File: src/rtl/spi_sram_pkg.sv
// Shared constants and FSM encoding for the SPI serial-SRAM responder.
// Covers the command opcodes, the default address width and the state enum.
package spi_sram_pkg;

    localparam int SRAM_ADDR_W = 24;

    localparam logic [7:0] CMD_WRITE = 8'h02;
    localparam logic [7:0] CMD_READ  = 8'h03;

    typedef enum logic [2:0] {
        ST_CMD,
        ST_ADDR,
        ST_WDATA,
        ST_RDATA,
        ST_IGNORE
    } spi_state_t;

endpackage

File: src/rtl/spi_sram_responder.sv
// SPI target emulating a 23LC-style serial SRAM in sequential mode; clk doubles as SCK.
// Turns READ/WRITE frames into single-cycle requests on a synchronous memory port.
module spi_sram_responder
    import spi_sram_pkg::*;
#(
    parameter int ADDR_W = SRAM_ADDR_W,
    parameter int CMD_W  = 8
) (
    input  logic              clk,
    input  logic              rst_n,
    input  logic              en,
    input  logic              cs_n,
    input  logic              mosi,
    output logic              miso,
    output logic [ADDR_W-1:0] mem_addr,
    output logic              mem_en,
    output logic              mem_wr,
    output logic [7:0]        mem_wdata,
    input  logic [7:0]        mem_rdata
);

    localparam int CNT_W = $clog2((ADDR_W > CMD_W) ? ADDR_W : CMD_W);
    localparam logic [CNT_W-1:0] CMD_LAST  = CNT_W'(CMD_W - 1);
    localparam logic [CNT_W-1:0] ADDR_LAST = CNT_W'(ADDR_W - 1);
    localparam logic [CNT_W-1:0] BYTE_LAST = CNT_W'(7);
    localparam logic [CNT_W-1:0] CNT_ONE   = CNT_W'(1);

    spi_state_t        state_q;
    spi_state_t        state_d;
    logic [CNT_W-1:0]  cnt_q;
    logic [CMD_W-1:0]  cmd_q;
    logic [ADDR_W-1:0] addr_q;
    logic [7:0]        sh_q;
    logic              is_write_q;
    logic              rd_wait_q;

    logic [CMD_W-1:0]  cmd_next;
    logic [ADDR_W-1:0] addr_next;
    logic [ADDR_W-1:0] addr_inc;
    logic [7:0]        byte_next;
    logic              cmd_done;
    logic              addr_done;
    logic              byte_done;
    logic              cmd_known;

    assign cmd_next  = {cmd_q[CMD_W-2:0], mosi};
    assign addr_next = {addr_q[ADDR_W-2:0], mosi};
    assign addr_inc  = addr_q + ADDR_W'(1);
    assign byte_next = {sh_q[6:0], mosi};
    assign cmd_done  = (cnt_q == CMD_LAST);
    assign addr_done = (cnt_q == ADDR_LAST);
    assign byte_done = (cnt_q == BYTE_LAST);
    assign cmd_known = (cmd_next == CMD_W'(CMD_WRITE)) || (cmd_next == CMD_W'(CMD_READ));

    always_ff @(posedge clk or negedge rst_n) begin
        if (!rst_n) begin
            state_q <= ST_CMD;
        end else if (en) begin
            state_q <= state_d;
        end
    end

    always_comb begin
        state_d = state_q;
        if (cs_n) begin
            state_d = ST_CMD;
        end else begin
            case (state_q)
                ST_CMD:  if (cmd_done)  state_d = cmd_known ? ST_ADDR : ST_IGNORE;
                ST_ADDR: if (addr_done) state_d = is_write_q ? ST_WDATA : ST_RDATA;
                default: state_d = state_q;
            endcase
        end
    end

    always_ff @(posedge clk or negedge rst_n) begin
        if (!rst_n) begin
            cnt_q      <= '0;
            cmd_q      <= '0;
            addr_q     <= '0;
            sh_q       <= '0;
            is_write_q <= 1'b0;
            rd_wait_q  <= 1'b0;
            miso       <= 1'b0;
            mem_en     <= 1'b0;
            mem_wr     <= 1'b0;
            mem_addr   <= '0;
            mem_wdata  <= '0;
        end else if (en) begin
            mem_en <= 1'b0;
            miso   <= 1'b0;
            if (cs_n) begin
                cnt_q     <= '0;
                rd_wait_q <= 1'b0;
            end else begin
                case (state_q)
                    ST_CMD: begin
                        cmd_q <= cmd_next;
                        cnt_q <= cmd_done ? '0 : cnt_q + CNT_ONE;
                        if (cmd_done) is_write_q <= (cmd_next == CMD_W'(CMD_WRITE));
                    end
                    ST_ADDR: begin
                        addr_q <= addr_next;
                        cnt_q  <= addr_done ? '0 : cnt_q + CNT_ONE;
                        if (addr_done && !is_write_q) begin
                            mem_en    <= 1'b1;
                            mem_wr    <= 1'b0;
                            mem_addr  <= addr_next;
                            rd_wait_q <= 1'b1;
                        end
                    end
                    ST_WDATA: begin
                        sh_q  <= byte_next;
                        cnt_q <= byte_done ? '0 : cnt_q + CNT_ONE;
                        if (byte_done) begin
                            mem_en    <= 1'b1;
                            mem_wr    <= 1'b1;
                            mem_addr  <= addr_q;
                            mem_wdata <= byte_next;
                            addr_q    <= addr_inc;
                        end
                    end
                    ST_RDATA: begin
                        // First cycle waits for the RAM; afterwards cnt_q==0 marks a byte boundary
                        // where the fetched byte is loaded and the next address is prefetched.
                        if (rd_wait_q) begin
                            rd_wait_q <= 1'b0;
                        end else if (cnt_q == '0) begin
                            sh_q     <= mem_rdata;
                            miso     <= mem_rdata[7];
                            addr_q   <= addr_inc;
                            mem_en   <= 1'b1;
                            mem_wr   <= 1'b0;
                            mem_addr <= addr_inc;
                            cnt_q    <= CNT_ONE;
                        end else begin
                            miso  <= sh_q[6];
                            sh_q  <= {sh_q[6:0], 1'b0};
                            cnt_q <= byte_done ? '0 : cnt_q + CNT_ONE;
                        end
                    end
                    default: begin
                        cnt_q <= cnt_q;
                    end
                endcase
            end
        end
    end

endmodule

File: config.mk
export PLATFORM = sky130hd
export DESIGN_NAME = spi_sram_responder
export DESIGN_NICKNAME = d
export VERILOG_FILES = /design/src/rtl/spi_sram_pkg.sv /design/src/rtl/spi_sram_responder.sv
export SDC_FILE = /design/constraint.sdc
export NUM_CORES = 1
export LEC_CHECK = 0
export BUFFER_PORTS_ARGS = -buffer_cell sky130_fd_sc_hd__buf_2
export CORE_MARGIN = 4
export CORE_UTILIZATION = 60
export DETAILED_ROUTE_END_ITERATION = 8
export PLACE_DENSITY = 0.79
export SETUP_SLACK_MARGIN = 0.5
export SYNTH_ARGS = -nofsm -noshare
export SYNTH_HDL_FRONTEND = slang
export SYNTH_SLANG_ARGS = --single-unit
File: constraint.sdc
create_clock -name clk -period 4.1 [get_ports clk]
set_clock_uncertainty 0.05 [all_clocks]
set_input_delay 0.205 -clock clk [delete_from_list [all_inputs] [get_ports clk]]
set_output_delay 0.205 -clock clk [all_outputs]
set_load 0.02 [all_outputs]
# [Word-level counts from Yosys, hierarchy flattened]
# Cells that the tools add are included.
[op_classes] n_eq_ne=15 bitwise_logic=1 n_reduce_logical=20 muxes=40 add_sub_neg=2
[ops] cell="$pmux 24 s3" n=2
[ops] cell="$mux 24" n=5
[ops] cell="$mux 5" n=5
[ops] cell="$add 24x1->24 const B" n=1
[ops] cell="$eq 8x2->1 const B" n=2
[ops] cell="$mux 1" n=16
[ops] cell="$reduce_and 4->1" n=4
[ops] cell="$pmux 5 s3" n=1
[ops] cell="$mux 7" n=2
[ops] cell="$pmux 7 s2" n=1
[ops] cell="$mux 3" n=4
[ops] cell="$ne 3x3->1 const B" n=4
[ops] cell="$reduce_and 3->1" n=3
[ops] cell="$reduce_bool 3->1" n=3
[ops] cell="$ne 2x2->1 const B" n=4
[ops] cell="$reduce_and 7->1" n=1
[ops] cell="$eq 3x2->1 const B" n=2
[ops] cell="$pmux 1 s3" n=2
[ops] cell="$pmux 3 s2" n=1
[ops] cell="$reduce_and 6->1" n=1
[ops] cell="$add 5x1->5 const B" n=1
[ops] cell="$eq 5x3->1 const B" n=1
[ops] cell="$eq 5x5->1 const B" n=1
[ops] cell="$logic_not 5->1" n=1
[ops] cell="other kinds (10)" n=10
[word_totals] elab_cells=90 ff_bits=83

# [Logic depth before layout (Yosys ltp)]
# Gate-level depths: netlist of run 1.
[logic_depth] depth_word=6 ltp_mapped=9

# [Least setup slack after synthesis of run 1]
# Ideal clock, no wire load.
[synth_timing] kind="register to register" startpoint="register addr_q[0]" endpoint="register addr_q[22]" required_time_ns=3.926 t_arrival_ns=1.944 stages_incl_launch_ff=8 setup_ns=0.124 n_path_buf=1 path_slack_ns=1.983 cell_sequence="dfrtp_1 -> ha_1 -> nand4_2 -> or4_4 -> buf_2 -> nor3_1 -> o21ai_0 -> a211o_1"
[synth_between] elab_chain_cells=4 word_cells_on_any_way=5
[synth_rtl] element="from (decl)" line="spi_sram_responder.sv:32" rtl="logic [ADDR_W-1:0] addr_q;"
[synth_rtl] element="from (signal assigned)" line="spi_sram_responder.sv:103" rtl="addr_q <= addr_next;"
[synth_rtl] element="from (signal assigned)" line="spi_sram_responder.sv:120" rtl="addr_q <= addr_inc;"
[synth_rtl] element="from (signal assigned)" line="spi_sram_responder.sv:131" rtl="addr_q <= addr_inc;"
[synth_rtl] element="$add 24x1->24 (*)" line="spi_sram_responder.sv:48" rtl="assign addr_inc = addr_q + ADDR_W'(1);"
[synth_rtl] element="$mux 24" line="spi_sram_responder.sv:128" rtl="end else if (cnt_q == '0) begin"
[synth_rtl] element="$mux 24" line="spi_sram_responder.sv:126" rtl="if (rd_wait_q) begin"
[synth_rtl] element="$pmux 24 s3 (*)" line="spi_sram_responder.sv:96" rtl="case (state_q)"
# Mark *: on every way between the ends. The rest lies on a longest branch, timed or not. The select of a mux whose other input is x is not followed.
# A chain may end at the register's enable or synchronous reset.

# [Final worst setup path of run 1]
[layout_timing] startpoint="register state_q[0]" endpoint="register addr_q[10]"
[layout_between] elab_chain_cells=3 word_cells_on_any_way=9
[layout_rtl] element="from (decl)" line="spi_sram_responder.sv:28" rtl="spi_state_t state_q;"
[layout_rtl] element="from (signal assigned)" line="spi_sram_responder.sv:59" rtl="state_q <= state_d;"
[layout_rtl] element="$eq 3x2->1 or $eq 3x1->1 (tied branches)" line="spi_sram_responder.sv:96"
[layout_rtl] element="$ne 2x2->1 (no source line) or $reduce_bool 3->1 (tied branches)"
[layout_rtl] element="$reduce_and 6->1 (no source line)"
# Several ways; a longest one is shown, not always the timed one.

==> results of run 1 <==
[layout make-up]
class                           instances  area (sq um)  share of cell area, %
Clock inverter                          7          92.6                   1.76
Clock buffer                            9           124                   2.35
Tap cell                              102           128                   2.42
Multi-Input combinational cell        405          2540                   48.2
Timing Repair Buffer                   52           275                   5.22
Sequential cell                        83          2080                   39.4
Inverter                                9          33.8                  0.641
[power by group through the flow]
stage	registers (mW)	clock network (mW)	logic, mW
after CTS	1.43	0.653	1.12
after global routing	1.49	0.695	1.24
after detailed placement	1.45	0	1.12
after global placement	1.43	0	1.08
final	1.44	0.650	1.11
after floorplan	1.36	0	0.890
[path summary, 6_finish.rpt]
path	start	endpoint	slack (ns)	cells after the start
min in group clk	mem_rdata[6]	sh_q[6]	0.09	3
min reg2reg	mem_addr[8]	mem_addr[8]	0.43	2
min	rst_n	mem_addr[11]	-0.05	1
max	state_q[0]	addr_q[10]	1.33	7
max in group asynchronous	rst_n	addr_q[10]	3.35	1
max reg2reg	state_q[0]	addr_q[10]	1.33	7
[per-layer routing]
| metal | GRT usage (%) | part of all wire, % | vias up |
|---|---|---|---|
| li1 | - | - | 2032 |
| met1 | 34.2 | 44 | 2112 |
| met2 | 38.6 | 49 | 120 |
| met3 | 3.36 | 5.4 | 16 |
| met4 | 7.77 | 1.3 | 0 |
| met5 | 0 | 0 | - |
[worst max-delay path: cells and delay by family (launching register included)]
kind,cells,cell delay (ns)
simple gates,1,0.42
flops,1,0.45
compound gates,4,1.07
buf+inv,2,0.62
[cell usage after synthesis, types with 10 or more instances]
| cell | n | area, sq um |
|---|---|---|
| mux2i_1 | 13 | 130 |
| nor3_1 | 18 | 90.1 |
| dfrtp_1 | 83 | 2080 |
| mux2_2 | 18 | 203 |
| o21ai_0 | 40 | 200 |
| clkbuf_1 | 32 | 120 |
| buf_2 | 10 | 50.1 |
| a21oi_1 | 29 | 145 |
| nand2_1 | 72 | 270 |
| nor2_1 | 29 | 109 |
| nor4_1 | 10 | 62.6 |
| nand3_1 | 16 | 80.1 |
| o31ai_1 | 11 | 82.6 |
| a31oi_1 | 12 | 75.1 |
[cell usage in the layout (no fill, tap or decap), types with 4 or more instances in the layout]
cell type / instances
xnor2_1: 4
and3_1: 9
and2_1: 9
o31ai_1: 11
a31oi_1: 12
o21a_1: 5
dfrtp_1: 83
nor3_1: 18
o21ai_0: 40
nor2_1: 29
nor4_1: 10
mux2_2: 18
o211ai_1: 9
nand2b_1: 4
nand2_1: 72
buf_2: 46
nand4_1: 7
inv_1: 8
nand3_1: 16
o22ai_1: 8
a21o_1: 8
nand3b_1: 5
mux2i_1: 13
nor2b_1: 5
o221ai_1: 4
or3_1: 4
clkbuf_8: 9
buf_4: 6
a21oi_1: 29
a211oi_1: 4
[through the flow]
stage | power, mW | util (%) | hold slack, ns | std cells | setup slack, ns
global route | 3.42 | 67.5 | 0.0576 | 667 | 1.05
detailed placement | 2.57 | 64.8 | 0.404 | 651 | 1.38
global placement | 2.51 | 64.8 | 0.398 | 651 | 1.54
finish | 3.20 | 67.5 | -0.0499 | 667 | 1.33
floorplan | 2.25 | - | -0.141 | 546 | 1.98
CTS | 3.21 | 67.5 | 0.0236 | 667 | 1.37
[logic make-up after synthesis]
family                     after synthesis  synth area share (%)
DFF                                     83                  42.7
buffers and inverters                   58                  5.12
muxes                                   31                  6.84
and+or+nand+nor                        206                  22.0
xor gates and xnor gates                 6                  1.08
AOI/OAI and AO/OA                      159                  21.5
adders and majority gates                3                 0.772
[flip-flops by register name, indices dropped and copies added, names as in the netlist]
register,cells
addr_q,24
cmd_q,7
cnt_q,5
is_write_q,1
mem_addr,24
mem_en,1
mem_wdata,8
mem_wr,1
miso,1
rd_wait_q,1
sh_q,7
state_q,3
==> impl.org, run 1 <==
** Run status
- Run status :: finished with violations
- The checks that failed: negative hold slack.

** Yosys
- Share of synthesized registers carrying an async set or reset :: 100%
- The Yosys step of the flow raised 0 warnings.
- The cell count after synthesis came out at 546.
- For this run, the leading register cell type out of synthesis is dfrtp_1.
- After synthesis the netlist holds a flip-flop and latch count of 83.
- When the netlist entered floorplanning its net count stood at 562.
- Avg Cell Area, Syn :: 8.91 sq um
- EDFF count, synth :: 0
- Distinct cell type count of the synthesized netlist :: 61
- In this run the cell area of the synthesized design comes to 4860 sq um.
- Sequential fraction of the synthesis area :: 42.7%

** Worst setup path
- On the critical path, the stage with the largest delay is an instance of a21oi_2.
- Among the stages of the critical path, the cell type that occurs most often is buf_4.
- The critical path in this run is classified as reg2reg.
- Critical Path Max Stage Delay :: 0.69 ns
- The signal on the critical path passes through buf_4 > nor3b_1 > a31oi_1 > a21oi_2 > buf_4 > a22o_1 > a22oi_1.
- Along the worst path, the maximum fanout reaches 22.
- STA classifies the critical path endpoint as a flop.
- Crit path arrival time :: 2.93 ns
- At the worst endpoint, the required time is 4.26 ns.
- CP startpoint kind :: flop

** Placed design
- Count of input and output buffers :: 47
- HPWL after detailed placement :: 7.71 mm
- Routability-driven placement finished with a final weighted congestion of 0.871.
- After detailed placement, the total cell area comes to 5060 sq um.

** Clocking
- Clock tree synthesis found a total of 83 sinks.
- Worst-Skew Late Latency :: 0.35 ns
- Hold buffer count at cts :: 0
- Clk buf depth :: 2
- Clk root buf :: clkbuf_8
- The number of setup buffers added after CTS is 0.
- Clock transition at path regs :: 0.09 ns
- CTS-repair resized insts :: 0
- TritonCTS clock tree :: yes
- Total CTS buffers :: 9
- The H-tree was split into 3 levels.

** STA
- Slew Limit Fails :: 0
- Setup Viol. Count Final :: 0
- Setup TNS :: 0 ns
- Worst hold margin :: -0.0499 ns
- After layout, the worst path uses 67.5% of the clock period.
- Headroom to the max-slew limit came out at 30.3%.
- Setup repair after global routing left no endpoint under its margin.
- Transition time of the tightest slew-check pin :: 1.04 ns
- The worst path in the final design needs a cycle of 2.77 ns, including I/O delays and setup.
- Static timing analysis puts the maximum clock frequency at 361 MHz.
- The total count of hold-check failures in the final report came to 20.

** Global routing
- The number of global-route vias before repair was 4020.
- For this run the aggregate overflow at the end of global routing stands at 0.
- The number of antenna violations at the first check in global routing was 0.
- GRT Overall Usage :: 24.2%
- The first global-routing pass estimated 19.5 mm of wire.
- Pin count of the biggest net entering global routing :: 84

** Power and ir drop
- Relative contribution of the clock network to total power :: 20.3%
- Cell internal power was estimated by the tool at 1.89 mW.
- Pwr Density :: 608 nW/um^2
- Leak Pwr :: 2.30 nW
- VDD sags by at most 0.000365 V.
- Net switching fraction of the power :: 41.1%
- Combinational logic is responsible for 34.8% of the overall power.
- Sequential cell fraction of total power :: 44.9%
- The analysis attributes to net switching a power of 1.32 mW.

** Cells and area
- In the final design database the tool counted 576 nets.
- Final cell area excluding filler cells :: 5270 sq um
- Compared with the post-synthesis result, the final layout area differs by 8.47%.
- The post-route netlist has 17.2% of its cells at a drive strength greater than 1.
- Diode count :: 0
- Counting the fill cells in the layout gives 673.

** Detailed routing
- Count of nets left with antenna violations after detail routing :: 0
- Number of DRC markers after the initial detailed-route iteration :: 331
- The detailed router placed 4280 vias in this run.
- The final layout contains routed wiring with a total length of 11.4 mm.
- After detailed routing, the number of vias per cell comes to 6.42.
- In the routed design, unresolved DRC markers number 0.
- TritonRoute pass-1 iters :: 5
- Per-cell routed wire length :: 17.1 um

** Floorplanning
- Die Y :: 98.0 um
- Pin placement for this block handled 48 I/O pins.
- Die Wd :: 98.0 um
- Core outline area :: 7810 sq um
- Overall die area :: 9610 sq um
- Effective utilization at floorplan :: 62.3%
- The initialized floorplan defines 32 standard-cell rows.

** Worst hold path
- The min-delay analysis places its worst path in the category in2async.

** Job
- Reported max-cap violation count :: 0
(Power assumes the default switching activity.)
==> run 2: changes to the inputs <==
- ABC_AREA: not set -> 1
- CORE_UTILIZATION: 60 -> 54
- PLACE_DENSITY: 0.79 -> 0.75
- clock period: 4.1 -> 2.5 ns (I/O delays scaled with it)
==> impl.org, run 2 <==
** Global routing
- For met1 alone, demand over resource in global routing was 30.9%.
- After global routing the overflow that remains totals 0.
- Across every metal layer, demand over resource in global routing totals 21.9%.
- The layer flagged by global routing as most heavily used is met2.
- Met2 Use GR :: 34.6%
- The first global-routing pass estimated 19.9 mm of wire.
- Antenna violations before repair :: 0
- Entering global routing, the biggest net connects 46 pins.
- GR Layer Usage met3 :: 3.67%
- The number of global-route vias before repair was 4283.

** Yosys
- After synthesis, the share of cell area in mux cells is 0%.
- Synthesis produced a netlist with a net count of 696.
- Cell types occupying the most area after synthesis :: dfrtp_1, nand2_1, nor2_1
- In this run, synthesis produced a sequential element count of 83.
- Share of synthesized registers carrying an async set or reset :: 100%
- In this run the cell area of the synthesized design comes to 4960 sq um.
- By count the netlist is led by nand2_1, nor2_1, dfrtp_1.
- After synthesis, the largest family of logic cells by area is simple AND/OR/NAND/NOR gates.
- Sequential elements use 41.9% of the synthesized area.
- Area fraction in compound gates after synthesis :: 13.9%
- Synthesis produced a netlist whose cell count is 680.
- EDFF count, synth :: 0
- After Yosys synthesis, and, or, nand and nor cells account for 32.1% of the synthesized area.
- dfrtp_1 takes more of the synthesized area than any other cell.
- The synthesized netlist devotes 0.757% of its cell area to adder and majority cells.
- By instance count, the leading cell after synthesis is nand2_1.
- Commonest register cell after synthesis :: dfrtp_1
- Xor/xnor cell area share of the yosys netlist :: 1.59%
- Synthesis Warnings :: 0
- The average instance in the mapped netlist occupies 7.29 sq um.
- Distinct cell type count of the synthesized netlist :: 36
- Proportion of netlist area held by the largest area contributor :: 41.9%

** Cells and area
- Diode count :: 0
- Cells with a size suffix above 1 make up 16.1% of the layout.
- In the final layout, the registers with the most flip-flops are addr_q: 24 flops, mem_addr: 24 flops, mem_wdata: 8 flops.
- At the end of the flow, the number of nets in the layout was 745.
- In the layout the commonest cells are nand2_1, nor2_1, dfrtp_1, inv_1, buf_2.
- Commonest non-fill, non-tap cell in the layout :: nand2_1
- Number of inserted filler cells in the final layout :: 802
- P&R area growth vs syn :: 12.0%

** Worst hold path
- Beginning of the worst hold path :: mem_rdata[7]
- Endpoint with the worst hold slack :: miso
- The worst hold path was traced through 3 stages.
- The worst hold path belongs to the class in2reg.

** STA
- Transition time of the tightest slew-check pin :: 0.521 ns
- Post-route worst setup slack :: 0.641 ns
- Headroom to the max-slew limit came out at 65.2%.
- Based on the critical path, the design can be clocked at up to 538 MHz.
- Setup Viol. Count Final :: 0
- The final critical path takes up 74.4% of the cycle.
- The final-report max-slew violation count is 0.
- Worst hold margin :: 0.0412 ns
- Unrepaired setup endpoints after global routing :: no
- The total count of hold-check failures in the final report came to 0.
- Setup TNS :: 0 ns
- The worst path in the final design needs a cycle of 1.86 ns, including I/O delays and setup.

** Placed design
- Count of input and output buffers :: 47
- Timing analysis after detailed placement gives a worst setup slack of 0.216 ns.
- The congestion estimate from routability-driven global placement came to 0.912.
- The HPWL after detailed placement is 8.04 mm.

** Clocking
- Clk buf depth :: 2
- The cell sitting at the root of the clock tree is a clkbuf_8.
- The tree built by TritonCTS fans out to 83 sinks.
- TritonCTS clock tree :: yes
- Total CTS buffers :: 9
- Worst-Skew Late Latency :: 0.36 ns
- CTS built an H-tree with a depth of 3.
- Clock transition at path regs :: 0.10 ns

** Detailed routing
- Number of vias per cell after detailed routing :: 5.44
- Summed over all layers, the routed wires come to 11.7 mm.
- TritonRoute pass-1 iters :: 6
- For this block, the via count after detailed routing is 4578.
- Per-cell routed wire length :: 13.8 um
- Number of DRC markers after the initial detailed-route iteration :: 343
- After detailed routing, the number of remaining DRC violations is 0.
- Count of nets left with antenna violations after detail routing :: 0

** Worst setup path
- In this run the critical register-to-register path is captured at sh_q[1].
- CP startpoint kind :: flop
- The critical path contains buffers and inverters numbering 4 combined.
- The critical path starts at state_q[2].
- Critical Path, Cell by Cell :: inv_4 > nand2_2 > nor2_4 > inv_2 > nand2_8 > inv_6 > nor3_4 > buf_4 > o211ai_1 > o21ai_0
- Worst flop-to-flop path startpoint :: state_q[2]
- For flop-to-flop paths, the worst setup slack is 0.64 ns.
- In this run the worst path has a maximum fanout of 23.
- In this design, the stage delay of the slowest critical-path cell is 0.42 ns.
- Class of the most critical setup path :: reg2reg
- At the worst endpoint, the required time is 2.73 ns.
- CP max stage cell :: dfrtp_1
- Crit end category :: flop
- CP top delay family :: simple AND/OR/NAND/NOR gates
- Crit path arrival time :: 2.09 ns
- Measured in cells, the most critical reg-to-reg path has a length of 10.

** Run status
- The flow ran to the end, and the final reports show no timing, DRC or antenna violations.

** Power and ir drop
- Power spread over the standard cell area amounts to 994 nW/um^2.
- Max IR drop VDD :: 0.000444 V
- The analysis attributes to cell leakage a power of 2.73 nW.
- The design draws 5.52 mW.

** Floorplanning
- The floorplan step set the die height to 104 um.
- The die covers 10800 sq um.
- The initialized floorplan defines 34 standard-cell rows.
- Ports :: 48
- The region available for standard cell placement spans 8850 sq um.
- Effective utilization at floorplan :: 56.0%
- From left edge to right edge, the die measures 104 um.

** Job
- Reported max-cap violation count :: 0
[run 2: how the worst max path moves through the flow]
stage / to / slack (ns) / depth (start not counted)
global placement: sh_q[4] / 0.32 / 8
detailed placement: sh_q[3] / 0.22 / 8
finish: sh_q[1] / 0.64 / 10
floorplan: addr_q[1] / 0.91 / 11
CTS: addr_q[2] / 0.50 / 11
global route: addr_q[13] / 0.49 / 9
[run 2: per-stage QoR]
stage          utilization [%]  std cells  area (sq um)
6_report                  62.8        842          5550
4_1_cts                   61.7        840          5460
5_1_grt                   62.8        842          5550
3_3_place_gp              58.3        813          5160
3_5_place_dp              58.3        813          5160
2_1_floorplan                -        680          4960
[run 2: what timing repair did]
action,CTS,global route
hold buffers,8,0
endpoints found under the hold margin,46,0
endpoints found under the setup margin,28,55
pin swaps,1,3
gates resized for setup,2,20
cloned,0,1
setup buffers,3,1
[run 2: report_power, final]
group	internal, mW	leakage, nW	switching [mW]
combinational	0.799	1.60	1.51
clock	0.389	0.0986	0.562
sequential	1.81	1.03	0.449
[run 2: worst register-to-register path: stages, from the launching register on]
cell and delay, ns:
dfrtp_1 0.42, inv_4 0.11, nand2_2 0.08, nor2_4 0.19
inv_2 0.12, nand2_8 0.15, inv_6 0.11, nor3_4 0.22
buf_4 0.18, o211ai_1 0.08, o21ai_0 0.08
[run 2: area by class of cell]
cell class                      instances  area [sq um]  share of cell area (%)
Sequential cell                        83          2080                    37.4
Tap cell                              108           135                    2.43
Clock inverter                          7          66.3                    1.19
Clock buffer                            9           124                    2.23
Inverter                               67           289                    5.20
Multi-Input combinational cell        504          2460                    44.3
Timing Repair Buffer                   64           402                    7.23
[run 2: cells by family after synthesis]
group | count (synthesis)
AND/OR/NAND/NOR | 371
AO/OA/AOI/OAI | 120
buffers and inverters | 94
flip-flops | 83
XOR/XNOR | 9
adder cells (fa/ha/maj) | 3
[run 2: per-layer routing]
layer | wire [um] | share of wire (%)
met5 | 0 | 0
met4 | 215 | 1.8
met3 | 644 | 5.5
met2 | 5180 | 44
met1 | 5610 | 48
==> run 3: changes to the inputs <==
- CORE_UTILIZATION: 54 -> 60
- PLACE_DENSITY: 0.75 -> 0.79
- clock period: 2.5 -> 1.9 ns (I/O delays scaled with it)
==> impl.org, run 3 (synthesized netlist as in run 2, its figures left out) <==
** Global routing
- Global-route wire length before repair :: 22.5 mm
- Remaining global-route overflow :: 0
- Entering global routing, the biggest net connects 42 pins.
- GRT Overall Usage :: 27.7%
- Antenna violations before repair :: 0
- Number of global-route vias before repair :: 4707

** Cells and area
- In the final layout, the registers with the most flip-flops are addr_q: 24 flops, mem_addr: 24 flops, mem_wdata: 8 flops.
- In the final layout, the share of cells above drive strength 1 is 31.9%.
- Commonest non-fill, non-tap cell in the layout :: nand2_1
- Leading cell types in the layout, fill and taps excluded :: nand2_1, dfrtp_1, nor2_1, inv_1, buf_2
- 0 antenna diodes ended up in the layout.
- Excluding fillers, the count of instances in the completed layout stands at 888.
- Layout Nets :: 797
- Relative to the synthesized area, the layout overhead comes to 31.8%.

** STA
- For this run, the top clock speed supported by timing is 546 MHz.
- Slew Limit Fails :: 0
- Unrepaired setup endpoints after global routing :: yes
- Hold Violations, Final :: 0
- The final critical path takes up 96.5% of the cycle.
- Setup violations remaining at the end of the flow were counted as 0.
- Setup TNS :: 0 ns
- Hold timing on the final database bottoms out at a slack of 0.0825 ns.
- The smallest clock period supported by the final layout is computed as 1.83 ns.
- For the pin with the worst max-slew slack, the measured transition is 0.357 ns.
- In this run the tightest slew margin relative to its limit is 76.2%.

** Worst setup path
- Measured in cells, the most critical reg-to-reg path has a length of 9.
- The most critical setup path has its startpoint at state_q[0].
- Crit path arrival time :: 2.07 ns
- The most critical setup path has its endpoint at mem_addr[18].
- In this run the critical register-to-register path is captured at mem_addr[18].
- Class of the most critical setup path :: reg2reg
- The setup check on the worst reg-to-reg path leaves a slack of 0.07 ns.
- In this run the critical register-to-register path is launched from state_q[0].
- Crit end category :: flop
- STA puts the critical path data required time at 2.14 ns.
- CP startpoint kind :: flop
- CP max FO :: 17

** Placed design
- Placed cells :: 820
- Summed over all nets, the half-perimeter wirelength after detailed placement is 8.79 mm.
- Count of input and output buffers :: 47
- Placer's final routability congestion estimate :: 0.966

** Clocking
- Total CTS buffers :: 9
- The clock passes through at most 2 buffers.
- Worst-Skew Late Latency :: 0.37 ns
- TritonCTS clock tree :: yes
- Clock transition at path regs :: 0.09 ns
- The cell sitting at the root of the clock tree is a clkbuf_8.
- Depth of the CTS H-tree :: 3
- The clock net in this run drives a total of 83 sinks.

** Floorplanning
- For this configuration, the core starts out at a cell density of 62.9%.
- The floorplan step set the die height to 98.9 um.
- In this run the standard cell core region covers 7890 sq um.
- Std-Cell Rows :: 32
- The die covers 9780 sq um.
- From left edge to right edge, the die measures 98.9 um.
- Ports :: 48

** Detailed routing
- Number of DRC markers after the initial detailed-route iteration :: 582
- For this run, design rule violations remaining after detail routing come to 0.
- Number of vias per cell after detailed routing :: 5.98
- Total number of vias :: 5309
- Count of nets left with antenna violations after detail routing :: 0
- The pre-antenna-repair detailed-routing pass consisted of 6 iterations.
- The final layout contains routed wiring with a total length of 15.6 mm.
- Dividing the detail-routed wire length by the instance count gives 17.6 um.

** Worst hold path
- Min-Delay Path Depth :: 4
- Class of the worst hold path :: in2reg

** Power and ir drop
- Power, Total :: 8.68 mW
- Dividing total power by cell area gives a power density of 1330 nW/um^2.
- Summed over all cells, the static leakage comes to 3.14 nW.
- Max IR drop VDD :: 0.000833 V

** Job
- Reported max-cap violation count :: 0

** Run status
- Run status :: finished clean
## run 3: cell count changes in the layout (fill, tap and decap cells not counted), moves of 5 or more
cell / delta
o21ai_2: +5
nor2_1: -30
nor2_2: +11
buf_6: +9
nor2_4: +19
buf_4: +29
a21oi_1: -16
nand2_1: -20
buf_12: +7
a21oi_2: +15
nand2_2: +15
o21ai_0: -24
o21ai_1: +18
## run 3: power by group
group          internal (mW)  switching [mW]
clock network          0.621           0.741
registers               2.39           0.678
logic                   1.63            2.62
## run 3: how the worst min path moves through the flow
stage / slack (ns) / start / endpoint
after detailed placement: -0.06 / rst_n / mem_wdata[4]
after CTS: 0.05 / en / rd_wait_q
after floorplan: -0.25 / rst_n / addr_q[0]
after global routing: 0.10 / rst_n / mem_wdata[4]
final: 0.08 / cs_n / cnt_q[0]
after global placement: -0.07 / rst_n / mem_wdata[4]
## run 3: what timing repair did
action / CTS / global route
pin swaps: 4 / 15
hold buffers: 9 / 0
hold endpoints to repair: 92 / 0
gates cloned: 2 / 4
gates resized for setup: 42 / 113
setup endpoints to repair: 80 / 82
buffers inserted: 16 / 21
## run 3: worst max-delay path: stages (launching register included)
cell and delay, ns:
dfrtp_2 0.46, buf_4 0.16, nand4_1 0.12, nand2_2 0.14, nor2_4 0.26, nand3_4 0.15, inv_4 0.09, buf_12 0.15
nor2_1 0.05, a21oi_1 0.13
## run 3: layout make-up
cell class	count	area (sq um)
clock buffers	9	124
clock inverters	7	75.1
fillers	447	1350
inverters	67	313
multi-input cells	503	2830
flip-flops and latches	83	2080
well taps	102	128
repair buffers	114	941
repair inverters	3	38.8
## run 3: layer usage
layer	track usage, %	wire [um]
met1	38.5	6010
met2	43.8	7250
met3	3.82	1500
met4	11.6	866
met5	0	0
## run 3: through the flow
| step | cell area [sq um] | util, % | setup slack, ns |
|---|---|---|---|
| 3_5_place_dp | 5340 | 67.7 | 0.0853 |
| 5_1_grt | 6540 | 82.9 | -0.00589 |
| 3_3_place_gp | 5340 | 67.7 | 0.147 |
| 2_1_floorplan | 5030 | - | 0.325 |
| 6_report | 6540 | 82.9 | 0.0674 |
| 4_1_cts | 5900 | 74.8 | 0.163 |
